$ cat src/rtl/mu0_control_if.sv
// rtl/mu0_control_if.sv - MU0 control unit bus: datapath status in, datapath/memory controls out
// Signals:
//   F, N, Z, Mem_Ready           - opcode, Acc flags, memory completion (datapath -> control)
//   X_sel, Y_sel, Addr_sel, M    - ALU operand/address mux selects and ALU function
//   PC_En, IR_En, Acc_En         - register load enables
//   Rd, Wr                       - memory requests
//   Halted, Illegal, Instr_Count - run status and retired-instruction count
// Modports: master = control unit, slave = datapath/memory side.
interface mu0_control_if #(
    parameter int CNT_W = 16
);
    logic [3:0]       F;
    logic             N;
    logic             Z;
    logic             Mem_Ready;
    logic             X_sel;
    logic             Y_sel;
    logic             Addr_sel;
    logic [1:0]       M;
    logic             PC_En;
    logic             IR_En;
    logic             Acc_En;
    logic             Rd;
    logic             Wr;
    logic             Halted;
    logic             Illegal;
    logic [CNT_W-1:0] Instr_Count;

    modport master (
        input  F, N, Z, Mem_Ready,
        output X_sel, Y_sel, Addr_sel, M, PC_En, IR_En, Acc_En, Rd, Wr,
               Halted, Illegal, Instr_Count
    );

    modport slave (
        output F, N, Z, Mem_Ready,
        input  X_sel, Y_sel, Addr_sel, M, PC_En, IR_En, Acc_En, Rd, Wr,
               Halted, Illegal, Instr_Count
    );
endinterface

$ cat src/rtl/mu0_control.sv
// rtl/mu0_control.sv - MU0 fetch/execute control unit with memory ready stretching and retire counter
// Ports:
//   Clk   - system clock, rising edge
//   Reset - asynchronous active-high reset
//   bus   - mu0_control_if.master: F/N/Z/Mem_Ready in; mux selects, M, enables,
//           Rd/Wr, Halted, Illegal and Instr_Count out
module mu0_control #(
    parameter int CNT_W = 16
) (
    input  logic          Clk,
    input  logic          Reset,
    mu0_control_if.master bus
);

    typedef enum logic [1:0] {
        S_FETCH = 2'd0,
        S_EXEC  = 2'd1,
        S_HALT  = 2'd2
    } state_t;

    state_t           state_q, state_d;
    logic             illegal_q, illegal_d;
    logic [CNT_W-1:0] count_q, count_d;

    logic       x_sel, y_sel, addr_sel;
    logic [1:0] m;
    logic       pc_en, ir_en, acc_en;
    logic       rd, wr, halted;
    logic       retire;
    logic       jump_taken;

    always_ff @(posedge Clk or posedge Reset) begin
        if (Reset) begin
            state_q   <= S_FETCH;
            illegal_q <= 1'b0;
            count_q   <= '0;
        end else begin
            state_q   <= state_d;
            illegal_q <= illegal_d;
            count_q   <= count_d;
        end
    end

    always_comb begin
        state_d    = state_q;
        illegal_d  = illegal_q;
        count_d    = count_q;
        x_sel      = 1'b0;
        y_sel      = 1'b0;
        addr_sel   = 1'b0;
        m          = 2'b00;
        pc_en      = 1'b0;
        ir_en      = 1'b0;
        acc_en     = 1'b0;
        rd         = 1'b0;
        wr         = 1'b0;
        halted     = 1'b0;
        retire     = 1'b0;
        jump_taken = 1'b0;

        case (state_q)
            S_FETCH: begin
                // IR <= mem[PC] and PC <= PC+1 share the same completing cycle.
                rd       = 1'b1;
                addr_sel = 1'b0;
                x_sel    = 1'b1;
                m        = 2'b10;
                if (bus.Mem_Ready) begin
                    ir_en   = 1'b1;
                    pc_en   = 1'b1;
                    state_d = S_EXEC;
                end
            end

            S_EXEC: begin
                addr_sel = 1'b1;
                case (bus.F)
                    4'h0: begin
                        rd     = 1'b1;
                        m      = 2'b00;
                        acc_en = bus.Mem_Ready;
                        if (bus.Mem_Ready) state_d = S_FETCH;
                    end
                    4'h1: begin
                        wr = 1'b1;
                        if (bus.Mem_Ready) state_d = S_FETCH;
                    end
                    4'h2, 4'h3: begin
                        rd     = 1'b1;
                        x_sel  = 1'b0;
                        m      = (bus.F == 4'h3) ? 2'b11 : 2'b01;
                        acc_en = bus.Mem_Ready;
                        if (bus.Mem_Ready) state_d = S_FETCH;
                    end
                    4'h4, 4'h5, 4'h6: begin
                        // Jumps never touch memory, so Mem_Ready is irrelevant here.
                        jump_taken = (bus.F == 4'h4) ||
                                     (bus.F == 4'h5 && !bus.N) ||
                                     (bus.F == 4'h6 && !bus.Z);
                        if (jump_taken) begin
                            y_sel = 1'b1;
                            m     = 2'b00;
                            pc_en = 1'b1;
                        end
                        state_d = S_FETCH;
                    end
                    4'h7: begin
                        state_d = S_HALT;
                    end
                    default: begin
                        state_d   = S_HALT;
                        illegal_d = 1'b1;
                    end
                endcase
                // STP retires on entry to HALT; undefined opcodes never retire.
                retire = (state_d == S_FETCH) || (bus.F == 4'h7);
            end

            S_HALT: begin
                halted = 1'b1;
            end

            default: begin
                state_d = S_FETCH;
            end
        endcase

        if (retire) count_d = count_q + CNT_W'(1);

        // Reset must silence the datapath immediately, not at the next edge.
        if (Reset) begin
            pc_en  = 1'b0;
            ir_en  = 1'b0;
            acc_en = 1'b0;
            rd     = 1'b0;
            wr     = 1'b0;
            halted = 1'b0;
        end
    end

    assign bus.X_sel       = x_sel;
    assign bus.Y_sel       = y_sel;
    assign bus.Addr_sel    = addr_sel;
    assign bus.M           = m;
    assign bus.PC_En       = pc_en;
    assign bus.IR_En       = ir_en;
    assign bus.Acc_En      = acc_en;
    assign bus.Rd          = rd;
    assign bus.Wr          = wr;
    assign bus.Halted      = halted;
    assign bus.Illegal     = illegal_q;
    assign bus.Instr_Count = count_q;

endmodule

$ cat src/flat_wrapper.sv
// flat-port wrapper written by rule: the top's interface ports become plain ports
module mu0_control_flat 
#(
    parameter int CNT_W = 16
)
  (Clk, Reset, bus_F, bus_N, bus_Z, bus_Mem_Ready, bus_X_sel, bus_Y_sel, bus_Addr_sel, bus_M, bus_PC_En, bus_IR_En, bus_Acc_En, bus_Rd, bus_Wr, bus_Halted, bus_Illegal, bus_Instr_Count);
  mu0_control_if #(.CNT_W(CNT_W)) bus_i ();
  input  logic Clk;
  input  logic Reset;
  input wire logic [$bits(bus_i.F)-1:0] bus_F;
  input wire logic [$bits(bus_i.N)-1:0] bus_N;
  input wire logic [$bits(bus_i.Z)-1:0] bus_Z;
  input wire logic [$bits(bus_i.Mem_Ready)-1:0] bus_Mem_Ready;
  output wire logic [$bits(bus_i.X_sel)-1:0] bus_X_sel;
  output wire logic [$bits(bus_i.Y_sel)-1:0] bus_Y_sel;
  output wire logic [$bits(bus_i.Addr_sel)-1:0] bus_Addr_sel;
  output wire logic [$bits(bus_i.M)-1:0] bus_M;
  output wire logic [$bits(bus_i.PC_En)-1:0] bus_PC_En;
  output wire logic [$bits(bus_i.IR_En)-1:0] bus_IR_En;
  output wire logic [$bits(bus_i.Acc_En)-1:0] bus_Acc_En;
  output wire logic [$bits(bus_i.Rd)-1:0] bus_Rd;
  output wire logic [$bits(bus_i.Wr)-1:0] bus_Wr;
  output wire logic [$bits(bus_i.Halted)-1:0] bus_Halted;
  output wire logic [$bits(bus_i.Illegal)-1:0] bus_Illegal;
  output wire logic [$bits(bus_i.Instr_Count)-1:0] bus_Instr_Count;
  assign bus_i.F = bus_F;
  assign bus_i.N = bus_N;
  assign bus_i.Z = bus_Z;
  assign bus_i.Mem_Ready = bus_Mem_Ready;
  assign bus_X_sel = bus_i.X_sel;
  assign bus_Y_sel = bus_i.Y_sel;
  assign bus_Addr_sel = bus_i.Addr_sel;
  assign bus_M = bus_i.M;
  assign bus_PC_En = bus_i.PC_En;
  assign bus_IR_En = bus_i.IR_En;
  assign bus_Acc_En = bus_i.Acc_En;
  assign bus_Rd = bus_i.Rd;
  assign bus_Wr = bus_i.Wr;
  assign bus_Halted = bus_i.Halted;
  assign bus_Illegal = bus_i.Illegal;
  assign bus_Instr_Count = bus_i.Instr_Count;
  mu0_control #(.CNT_W(CNT_W)) u_core (.Clk(Clk), .Reset(Reset), .bus(bus_i));
endmodule
$ cat config.mk
export PLATFORM = sky130hd
export DESIGN_NAME = mu0_control_flat
export DESIGN_NICKNAME = d
export VERILOG_FILES = /design/src/rtl/mu0_control_if.sv /design/src/rtl/mu0_control.sv /design/src/flat_wrapper.sv
export SDC_FILE = /design/constraint.sdc
export NUM_CORES = 1
export LEC_CHECK = 0
export ABC_CLOCK_PERIOD_IN_PS = 2000
export BUFFER_PORTS_ARGS = -buffer_cell sky130_fd_sc_hd__buf_2
export CORE_UTILIZATION = 47
export CTS_CLUSTER_SIZE = 30
export DETAILED_ROUTE_END_ITERATION = 8
export PLACE_DENSITY = 0.82
export SYNTH_ARGS = -nofsm -noshare
export SYNTH_HDL_FRONTEND = slang
export SYNTH_SLANG_ARGS = --single-unit
$ cat constraint.sdc
create_clock -name Clk -period 2 [get_ports Clk]
set_input_delay 0.3 -clock Clk [delete_from_list [all_inputs] [get_ports Clk]]
set_output_delay 0.3 -clock Clk [all_outputs]
set_load 0.01 [all_outputs]
After elaboration in Yosys (flattened, before gate mapping)
Index checks and enable logic that the tools add are counted.
{"block": "totals", "reg_bits": 19, "in_bits": 9, "elab_cells": 63}
{"block": "classes", "n_addsub": 1, "muxes": 30, "reduce_logical": 17, "bitwise": 2, "eq_ne": 10}
{"cell": "1-bit 2-to-1 mux", "n": 20}
{"cell": "16-bit by 1-bit adder with 16-bit output, second input constant", "n": 1}
{"cell": "4-bit by 3-bit == test with 1-bit output, second input constant", "n": 4}
{"cell": "2-bit 2-to-1 mux", "n": 5}
{"cell": "4-bit by 2-bit == test with 1-bit output, second input constant", "n": 2}
{"cell": "2-bit case mux with 2 select lines", "n": 2}
{"cell": "8-bit OR reduction", "n": 1}
{"cell": "2-bit case mux with 3 select lines", "n": 1}
{"cell": "3-bit OR reduction", "n": 2}
{"cell": "4-bit by 1-bit == test with 1-bit output, second input constant", "n": 1}
{"cell": "2-bit zero test", "n": 2}
{"cell": "4-bit zero test", "n": 1}
{"cell": "1-bit case mux with 2 select lines", "n": 2}
{"cell": "2-bit AND reduction", "n": 2}
{"cell": "4-bit OR reduction", "n": 1}
{"cell": "1-bit logical OR", "n": 3}
{"cell": "2-bit by 1-bit == test with 1-bit output, second input constant", "n": 1}
{"cell": "2-bit == test, second input constant", "n": 1}
{"cell": "1-bit logical AND", "n": 2}
{"cell": "1-bit zero test", "n": 2}
{"cell": "2-bit != test, second input constant", "n": 1}
{"cell": "1-bit inverter", "n": 2}
{"cell": "2-bit OR reduction", "n": 1}

Depth between registers and ports, before layout
Gate-level depths: netlist (run 1).
{"block": "depth", "word_depth": 8, "ltp_mapped": 5, "depth_no_buf": 5}

Worst setup path after synthesis (run 1)
OpenSTA, ideal clock, no wires.
{"block": "synth_timing", "path_kind": "reg2out", "start": "register u_core.state_q[1]", "end": "output bus_PC_En", "path_slack_ns": 0.306, "t_arrival_ns": 1.394, "required_ns": 1.700, "path_stages_with_launch": 4, "n_path_buf": 0, "cell_sequence": "dfrtp_1 > nand2b_1 > nor4b_1 > o21a_1"}
{"block": "synth_via", "elab_chain_cells": 3}
{"element": "from (decl)", "line_no": "mu0_control.sv:21", "source": "state_t state_q, state_d;"}
{"element": "from (signal assigned)", "line_no": "mu0_control.sv:38", "source": "state_q <= state_d;"}
{"element": "2-bit by 1-bit == test with 1-bit output / 2-bit zero test (equally long branches)", "line_no": "mu0_control.sv:61", "source": "case (state_q)"}
{"element": "1-bit case mux with 2 select lines *", "line_no": "mu0_control.sv:61"}
{"element": "1-bit 2-to-1 mux *", "line_no": "mu0_control.sv:131", "source": "if (Reset) begin"}
{"element": "to (decl)", "line_no": "flat_wrapper.sv:18", "source": "output wire logic [$bits(bus_i.PC_En)-1:0] bus_PC_En;"}
Every way passes the cells marked *; elsewhere a longest branch is shown, timed or not.

Final worst setup path (run 1)
{"block": "layout_timing", "start": "register u_core.state_q[1]", "end": "output bus_Acc_En"}
{"block": "layout_via", "elab_chain_cells": 3}
{"element": "2-bit by 1-bit == test with 1-bit output", "line_no": "mu0_control.sv:61"}
{"element": "1-bit 2-to-1 mux", "line_no": "mu0_control.sv:61"}
{"element": "1-bit 2-to-1 mux", "line_no": "mu0_control.sv:131"}
{"element": "to (decl)", "line_no": "flat_wrapper.sv:20", "source": "output wire logic [$bits(bus_i.Acc_En)-1:0] bus_Acc_En;"}
Every way passes these cells.

==> results of run 1 <==
[state kept, by name (all words and copies together) (netlist names)]
register                flops
u_core.bus.Instr_Count     16
u_core.state_q              2
u_core.bus.Illegal          1
[critical path: stages (launching register included)]
cell	delay, ns
dfrtp_1	0.46
nand2b_1	0.24
inv_1	0.14
nand2_1	0.09
nor3_1	0.19
buf_2	0.17
[final timing paths]
kind | from | endpoint | slack [ns] | depth (start not counted)
min in group asynchronous | Reset | u_core.bus.Illegal$_DFFE_PP0P_ | 0.45 | 3
worst max-delay path | u_core.state_q[1]$_DFFE_PP0P_ | bus_Acc_En | 0.11 | 5
worst max register to register | u_core.state_q[1]$_DFFE_PP0P_ | u_core.bus.Instr_Count[14]$_DFFE_PP0P_ | 0.29 | 4
worst min-delay path | bus_F[3] | u_core.bus.Illegal$_DFFE_PP0P_ | 0.31 | 2
max in group asynchronous | Reset | u_core.bus.Instr_Count[7]$_DFFE_PP0P_ | 1.10 | 4
worst min register to register | u_core.bus.Instr_Count[15]$_DFFE_PP0P_ | u_core.bus.Instr_Count[15]$_DFFE_PP0P_ | 0.47 | 1
[timing repair]
item,in CTS,in global routing
endpoints found under the setup margin,0,1
hold buffers,1,0
hold endpoints to repair,1,0
resized for setup,0,1
[cell families after synthesis]
| logic type | Yosys count | share of synthesized area |
|---|---|---|
| AO/OA/AOI/OAI | 9 | 0.0572 |
| XOR/XNOR | 15 | 0.149 |
| adder cells (fa/ha/maj) | 1 | 0.0127 |
| buffers and inverters | 3 | 0.0114 |
| flip-flops | 19 | 0.483 |
| multiplexers | 1 | 0.0114 |
| AND/OR/NAND/NOR | 46 | 0.276 |
[cells in the final DEF, fill, tap and decap left out, types with 3 or more instances in the layout]
cell type / n
inv_1: 3
and3_1: 3
nor3_1: 3
a21oi_1: 3
clkbuf_4: 3
buf_2: 36
dfrtp_1: 19
nand2_1: 9
xnor2_1: 7
nand3_1: 4
xor2_1: 6
nand2b_1: 4
nor2_1: 9
[metal layers]
| layer | vias to the layer above | share of wire | track usage |
|---|---|---|---|
| li1 | 413 | - | - |
| met1 | 430 | 0.44 | 0.275 |
| met2 | 25 | 0.51 | 0.354 |
| met3 | 2 | 0.042 | 0.0340 |
| met4 | 0 | 0.0057 | 0.0833 |
| met5 | - | 0 | 0 |
[power by group through the flow]
stage               Sequential, mW  Combinational, mW  Clock, mW
floorplan                    0.518              0.175          0
global placement             0.510              0.311          0
detailed placement           0.513              0.317          0
CTS                          0.507              0.320      0.205
global route                 0.517              0.353      0.218
finish                       0.509              0.319      0.196
[area by class of cell]
cell class / count / area share
Clock buffer: 4 / 0.0209
Inverter: 3 / 0.00896
Multi-Input combinational cell: 72 / 0.401
Sequential cell: 19 / 0.378
Tap cell: 27 / 0.0269
Timing Repair Buffer: 39 / 0.163
[metrics by stage]
| step | worst slack (ns) | cells | total power, mW |
|---|---|---|---|
| 2_1_floorplan | 0.306 | 94 | 0.693 |
| 3_3_place_gp | 0.371 | 159 | 0.821 |
| 3_5_place_dp | 0.329 | 159 | 0.830 |
| 4_1_cts | 0.0587 | 164 | 1.03 |
| 5_1_grt | 0.0127 | 164 | 1.09 |
| 6_report | 0.114 | 164 | 1.02 |
==> key figures, run 1 <==
Detailed routing
  • Vias/cell: 5.30
  • Wire per inst: 12.8 µm
  • Drt drc: 0
  • Antenna Violating Nets Remaining: 0
  • Routed via count: 870
  • DRT Pass-1 Iters: 4
  • Iteration-0 DRC Markers: 20
  • Final WL: 2.10 mm

CTS
  • Clock root cell: clkbuf_4
  • Reg clk slew, reported paths: 0.11 ns
  • Num CTS Buffers: 3
  • H-Tree Depth: 1
  • Clock latency on the worst-skew pair: 0.30 ns
  • CTS Buffer Depth: 2
  • CTS tree: built
  • Post-CTS setup buffer count: 0
  • CTS sink count: 19

Power
  • Maximum vdd drop: 487 µV
  • Switching power: 0.368 mW
  • P_int: 0.655 mW
  • Power Dens Cells: 815 mW/mm²
  • Leakage: 0.680 nW
  • Clock Power Share: 0.191
  • Switching share of power: 0.360
  • Register share of total power: 0.497
  • Comb power frac: 0.311

Layout
  • Share of layout cells above drive strength 1: 0.365
  • Nets: 148
  • Storage cell area: 475 µm²
  • Design Area, Final: 0.00126 mm²
  • Synth-to-Final Area Change: 27.6%
  • Area taken by multi-input logic gates: 504 µm²
  • Util after Layout: 0.640
  • # diodes: 0
  • Fill cell count: 178

Setup path
  • CP Launch Type: flip-flop
  • Crit-path max FO: 7
  • Crit end category: output port
  • Crit path DAT: 1.59 ns
  • Setup CP Type: reg -> out
  • CP required: 1.70 ns

Global routing
  • Largest net degree at the start of global routing: 19
  • Grt ovf: 0
  • GR Util All Layers: 0.212
  • Vias in the first global route: 769
  • Initial antenna violation count: 0
  • First-pass GRT wire length: 3.35 mm

Synth
  • Post-Syn Nets: 104
  • Register area share after synthesis: 0.483
  • Post-synth EDFFs: 0
  • Synth cell count leaders: 19 x dfrtp_1, 9 x nand2_1, 9 x nor2_1
  • Syn. warnings: 0
  • Post-synth cell types: 31
  • Top-area cell type share of the netlist area: 0.483
  • Synth Instances: 94
  • Synth Cell Area: 985 µm²
  • Top cells by area, synth: dfrtp_1 48%, xnor2_1 6.2%, xor2_1 5.3%
  • Top-count cell post-synth: dfrtp_1
  • Async SR Flop Fraction: 1.00
  • Post-synth top area cell: dfrtp_1
  • Synth Flop Type: dfrtp_1
  • Avg Cell Area, Syn: 10.5 µm²
  • Flops & latches, synth: 19

Place
  • Placed Area: 0.00121 mm²
  • Port buffer count: 36
  • HPWL Detailed: 1.56 mm
  • Final Wtd Congestion: 0.860

Floorplan
  • Area of the core: 0.00196 mm²
  • Die Y: 47.8 µm
  • Die Area: 0.00228 mm²
  • Die width: 47.8 µm
  • Std cell rows: 16
  • Starting Density: 0.502
  • IO Pins: 37

Timing
  • Setup TNS: 0 ns
  • Clock skew: 0.00946 ns
  • Final hold vios: 0
  • Worst Max-Slew Pin Slew: 0.338 ns
  • Final Slew Violations: 0
  • Period utilization: 0.943
  • Final hold slack: 0.305 ns
  • RSZ-0062 raised after global routing: no
  • Final min period: 1.89 ns
  • Max_slew headroom: 0.773
  • Max frequency: 530 MHz
  • Finish-stage setup viols: 0

Hold path
  • Min-Delay Path Class: in -> reg

Run
  • Maximum capacitance violations: 0

Run status
  • Run status: finished, final reports clean
Note: power is estimated with default switching activity, not from simulation.
==> run 2, diff against run 1 <==
--- a/config.mk
+++ b/config.mk
@@ -7,10 +7,11 @@
 export LEC_CHECK = 0
 export ABC_CLOCK_PERIOD_IN_PS = 2000
 export BUFFER_PORTS_ARGS = -buffer_cell sky130_fd_sc_hd__buf_2
-export CORE_UTILIZATION = 47
+export CORE_UTILIZATION = 50
+export CTS_BUF_LIST = sky130_fd_sc_hd__clkbuf_4
 export CTS_CLUSTER_SIZE = 30
 export DETAILED_ROUTE_END_ITERATION = 8
-export PLACE_DENSITY = 0.82
+export PLACE_DENSITY = 0.86
 export SYNTH_ARGS = -nofsm -noshare
 export SYNTH_HDL_FRONTEND = slang
 export SYNTH_SLANG_ARGS = --single-unit
==> run 2 against run 1 <==
  * Sequential cell count did not move
  * Count of clock-buffer cells in the layout did not move
  * Critical path depth did not move
  * Combinational power barely moved
  * Power rose by 0.88%
  * Global-route usage rose by 0.45 points
  * Design area fell by 0.70%
  * Non-clock buffer count fell by 1
  * Wire length fell by 2.9%
  * Die area fell by 5.8%
  * Setup slack improved by 0.0039 ns
  * Highest routed layer unchanged
==> key figures, run 2 (synthesized netlist as in run 1, its figures left out) <==
Global routing
  • Largest net degree at the start of global routing: 20
  • Grt ovf: 0
  • GR Util All Layers: 0.217
  • First-pass GRT wire length: 3.22 mm
  • Vias in the first global route: 698
  • Initial antenna violation count: 0

CTS
  • CTS sink count: 19
  • CTS Buffer Depth: 2
  • Reg clk slew, reported paths: 0.12 ns
  • H-Tree Depth: 1
  • Clock root cell: clkbuf_4
  • Num CTS Buffers: 3
  • Clock latency on the worst-skew pair: 0.30 ns
  • Post-CTS setup buffer count: 0
  • CTS tree: built

Timing
  • Finish-stage setup viols: 0
  • Max_slew headroom: 0.750
  • Period utilization: 0.941
  • Setup TNS: 0 ns
  • RSZ-0062 raised after global routing: no
  • Final Slew Violations: 0
  • Final hold slack: 0.127 ns
  • Worst Max-Slew Pin Slew: 0.373 ns
  • Final min period: 1.88 ns
  • Clock skew: 0.0152 ns
  • Final hold vios: 0
  • Max frequency: 531 MHz

Detailed routing
  • Iteration-0 DRC Markers: 15
  • Antenna Violating Nets Remaining: 0
  • DRT Pass-1 Iters: 4
  • Wire per inst: 12.7 µm
  • Drt drc: 0
  • Vias/cell: 5.15
  • Routed via count: 829
  • Final WL: 2.04 mm

Setup path
  • Crit-path max FO: 7
  • Critical Path Max Stage Delay: 0.45 ns
  • Crit end category: output port
  • Slowest CP cell: dfrtp_1
  • Reg-to-reg startpoint: u_core.bus.Instr_Count[0]$_DFFE_PP0P_
  • Crit path DAT: 1.58 ns
  • CP required: 1.70 ns
  • Setup CP Type: reg -> out
  • FF-to-FF setup slack: 0.31 ns
  • Crit path from: u_core.state_q[1]$_DFFE_PP0P_
  • CP Launch Type: flip-flop
  • Crit path cell chain: nand2b_1 -> inv_1 -> nand2_1 -> nor3_1 -> buf_2

Layout
  • Synth-to-Final Area Change: 26.7%
  • Largest register FFs: 16
  • Share of layout cells above drive strength 1: 0.375
  • Nets: 147
  • Most common cell after layout, fill and taps aside: buf_2
  • Most frequent cells in the layout: 36 x buf_2, 19 x dfrtp_1, 9 x nor2_1, 9 x nand2_1, 7 x xnor2_1
  • # diodes: 0

Floorplan
  • Starting Density: 0.552
  • IO Pins: 37
  • Die Y: 46.4 µm
  • Area of the core: 0.00178 mm²
  • Std cell rows: 15
  • Die width: 46.4 µm
  • Die Area: 0.00215 mm²

Power
  • Register share of total power: 0.492
  • Total power: 1.03 mW
  • Maximum vdd drop: 571 µV
  • Clock Power Share: 0.201
  • Switching power: 0.365 mW
  • Switching share of power: 0.354
  • P_int: 0.667 mW
  • Leakage: 0.679 nW
  • Comb power frac: 0.308
  • Power Dens Cells: 828 mW/mm²

Run status
  • Run status: finished, final reports clean

Place
  • Final Wtd Congestion: 0.764
  • Port buffer count: 36
  • HPWL Detailed: 1.59 mm

Run
  • Maximum capacitance violations: 0

Hold path
  • Min-Delay Path Class: in -> async
## run 2: stage by stage
step | instances | worst slack, ns | area [µm²] | utilization
after floorplan | 94 | 0.306 | 985 | -
after global placement | 157 | 0.368 | 1210 | 0.679
after detailed placement | 157 | 0.308 | 1210 | 0.679
after CTS | 161 | 0.0951 | 1250 | 0.700
after global routing | 161 | 0.0172 | 1250 | 0.700
final | 161 | 0.118 | 1250 | 0.700
## run 2: area by class of cell
class | count | area, µm²
multi-input combinational | 72 | 504
fill | 149 | 536
clock buffer | 4 | 30.0
inverter | 3 | 11.3
sequential | 19 | 475
tap | 25 | 31.3
timing repair buffer | 38 | 195
## run 2: metal layers
metal / global-route usage / up-vias / wire length, µm
met5: 0 / - / 0
met4: 0.100 / 0 / 9
met3: 0.0392 / 2 / 51
met2: 0.336 / 18 / 1070
met1: 0.290 / 396 / 905
li1: - / 413 / -
## run 2: path summary, 6_finish.rpt
kind / end / depth (start not counted)
worst max-delay path: bus_Wr / 5
worst min-delay path: u_core.state_q[0]$_DFFE_PP0P_ / 3
worst max register to register: u_core.bus.Instr_Count[12]$_DFFE_PP0P_ / 5
worst min register to register: u_core.bus.Illegal$_DFFE_PP0P_ / 1
max in group asynchronous: u_core.bus.Instr_Count[1]$_DFFE_PP0P_ / 3
min in group Clk: u_core.bus.Illegal$_DFFE_PP0P_ / 2
## run 2: what timing repair did
item                                    in CTS  in global routing
endpoints found under the setup margin       1                  0
hold buffers                                 0                  0
gates resized for setup                      1                  0
## run 2: power groups by stage
stage	combinational, mW	clock (mW)	sequential [mW]
2_1_floorplan	0.175	0	0.518
3_3_place_gp	0.310	0	0.508
3_5_place_dp	0.317	0	0.515
4_1_cts	0.321	0.211	0.508
5_1_grt	0.351	0.236	0.518
6_report	0.318	0.207	0.508
## run 2: worst max-delay path: cells and delay by family, from the launching register on
kind	cells	cell delay [ns]
flops	1	0.45
buf+inv	2	0.31
simple gates	3	0.52
==> run 3, diff against run 2 <==
--- a/config.mk
+++ b/config.mk
@@ -8,7 +8,7 @@
 export ABC_CLOCK_PERIOD_IN_PS = 2000
 export BUFFER_PORTS_ARGS = -buffer_cell sky130_fd_sc_hd__buf_2
 export CORE_UTILIZATION = 50
-export CTS_BUF_LIST = sky130_fd_sc_hd__clkbuf_4
+export CTS_BUF_LIST = sky130_fd_sc_hd__clkbuf_8
 export CTS_CLUSTER_SIZE = 30
 export DETAILED_ROUTE_END_ITERATION = 8
 export PLACE_DENSITY = 0.86
==> run 3 against run 2 <==
  * Wire length rose by 6.0%
  * Via count rose by 4.0%
  * First-iteration DRC count rose by 100%
  * Sequential cell count did not move
  * Core utilization rose by 0.84 points
  * Global-route usage rose by 0.73 points
  * Clock power rose by 26%
  * Power rose by 5.9%
  * Design area rose by 1.2%
  * Sequential share of layout area fell by 0.45 points
==> key figures, run 3 (synthesized netlist as in run 1, its figures left out) <==
Detailed routing
  • Final WL: 2.16 mm
  • Wire per inst: 13.4 µm
  • Vias/cell: 5.35
  • Routed via count: 862
  • Iteration-0 DRC Markers: 30
  • DRT Pass-1 Iters: 4
  • Drt drc: 0
  • Antenna Violating Nets Remaining: 0

Global routing
  • Initial antenna violation count: 0
  • Largest net degree at the start of global routing: 20
  • Met2 global-route usage: 0.356
  • Met1 GRT Util: 0.287
  • Grt ovf: 0
  • GR peak layer: met2
  • First-pass GRT wire length: 3.31 mm
  • GR Util All Layers: 0.224
  • Routing usage on met3: 0.0431
  • Vias in the first global route: 722

Layout
  • Fill cell count: 141
  • Nets: 147
  • # diodes: 0
  • Design Area, Final: 0.00126 mm²
  • Synth-to-Final Area Change: 28.2%
  • Largest register FFs: 16
  • Share of layout cells above drive strength 1: 0.368
  • Most frequent cells in the layout: 36 x buf_2, 19 x dfrtp_1, 9 x nor2_1, 9 x nand2_1, 7 x xnor2_1
  • Most common cell after layout, fill and taps aside: buf_2

Setup path
  • CP required: 1.70 ns
  • CP Launch Type: flip-flop
  • Crit end category: output port
  • Crit-path max FO: 7
  • Critical Path Max Stage Delay: 0.45 ns
  • Setup CP Type: reg -> out
  • Crit path cell chain: nand2b_1 -> nor4b_2 -> o21a_1 -> buf_2
  • Slowest CP cell: dfrtp_1
  • Crit path DAT: 1.57 ns

Power
  • Leakage: 0.687 nW
  • P_int: 0.713 mW
  • Maximum vdd drop: 559 µV
  • Power Dens Cells: 866 mW/mm²
  • Clock Power Share: 0.239
  • Switching share of power: 0.348
  • Comb power frac: 0.293
  • Register share of total power: 0.468
  • Switching power: 0.380 mW

Floorplan
  • Starting Density: 0.552
  • Die width: 46.4 µm
  • IO Pins: 37
  • Area of the core: 0.00178 mm²
  • Die Area: 0.00215 mm²
  • Die Y: 46.4 µm
  • Std cell rows: 15

Timing
  • Final Slew Violations: 0
  • Period utilization: 0.934
  • Max_slew headroom: 0.747
  • Clock skew: 0.00582 ns
  • Finish-stage setup viols: 0
  • Worst Max-Slew Pin Slew: 0.377 ns
  • Max frequency: 535 MHz
  • RSZ-0062 raised after global routing: no
  • Final hold vios: 0
  • Final min period: 1.87 ns
  • Setup TNS: 0 ns

Place
  • Final Wtd Congestion: 0.764
  • HPWL Detailed: 1.59 mm
  • Placed Area: 0.00121 mm²
  • Port buffer count: 36

Run
  • Maximum capacitance violations: 0

Run status
  • Run status: finished, final reports clean

CTS
  • Post-CTS setup buffer count: 0
  • Clock latency on the worst-skew pair: 0.26 ns
  • Clock root cell: clkbuf_8
  • CTS sink count: 19
  • CTS Buffer Depth: 2
  • Reg clk slew, reported paths: 0.07 ns
  • Num CTS Buffers: 3
  • H-Tree Depth: 1
  • CTS tree: built

Hold path
  • Min-Delay Path Class: in -> async
==> run 3: cell types whose count changed in the layout (fill, tap and decap cells not counted) <==
cell / previous run / this run
inv_1: 3 / 4
clkbuf_4: 4 / 0
clkbuf_8: 0 / 3
==> run 3: worst paths after layout <==
kind / start / end / slack [ns] / cells after the start
hold / removal: Reset / u_core.state_q[0]$_DFFE_PP0P_ / 0.18 / 3
setup / recovery: u_core.state_q[1]$_DFFE_PP0P_ / bus_PC_En / 0.13 / 4
max in group asynchronous: Reset / u_core.bus.Instr_Count[9]$_DFFE_PP0P_ / 1.62 / 3
setup reg to reg: u_core.state_q[1]$_DFFE_PP0P_ / u_core.bus.Instr_Count[12]$_DFFE_PP0P_ / 0.30 / 4
hold reg to reg: u_core.bus.Illegal$_DFFE_PP0P_ / u_core.bus.Illegal$_DFFE_PP0P_ / 0.46 / 1
min in group Clk: bus_F[3] / u_core.bus.Illegal$_DFFE_PP0P_ / 0.35 / 2
==> run 3: critical path, delay by kind of cell, from the launching register on <==
family	cells	cell delay, ns
flip-flops	1	0.45
AO/OA/AOI/OAI	1	0.17
AND/OR/NAND/NOR	2	0.57
buffers and inverters	1	0.12
==> run 3: power by group through the flow <==
stage | combinational [mW] | sequential [mW] | clock, mW
detailed placement | 0.317 | 0.515 | 0
CTS | 0.319 | 0.510 | 0.266
global placement | 0.310 | 0.508 | 0
floorplan | 0.175 | 0.518 | 0
global route | 0.353 | 0.523 | 0.289
finish | 0.320 | 0.512 | 0.261
==> run 3: metal layers <==
metal | part of all wire | routed length (µm)
met3 | 0.040 | 87
met4 | 0.0083 | 18
met5 | 0 | 0
met1 | 0.43 | 925
met2 | 0.52 | 1130
==> run 3: timing repair <==
action	4_1_cts	5_1_grt
endpoints found under the setup margin	0	2
resized for setup	0	1
hold endpoints to repair	0	0
hold buffers	0	0
==> run 3: through the flow <==
step	hold slack [ns]	power, mW	worst slack, ns	std cells	util
global route	0.213	1.16	0.0448	161	0.708
floorplan	0.265	0.693	0.306	94	-
finish	0.179	1.09	0.132	161	0.708
global placement	0.435	0.818	0.368	157	0.679
CTS	0.185	1.10	0.0189	161	0.705
detailed placement	0.447	0.832	0.308	157	0.679
==> run 3: cell type report <==
cell class	count	area [µm²]	share of cell area
multi-input cells	72	504	0.399
flip-flops and latches	19	475	0.377
repair buffers	38	195	0.155
clock buffers	3	41.3	0.0327
well taps	25	31.3	0.0248
inverters	3	11.3	0.00892
clock inverters	1	3.75	0.00297
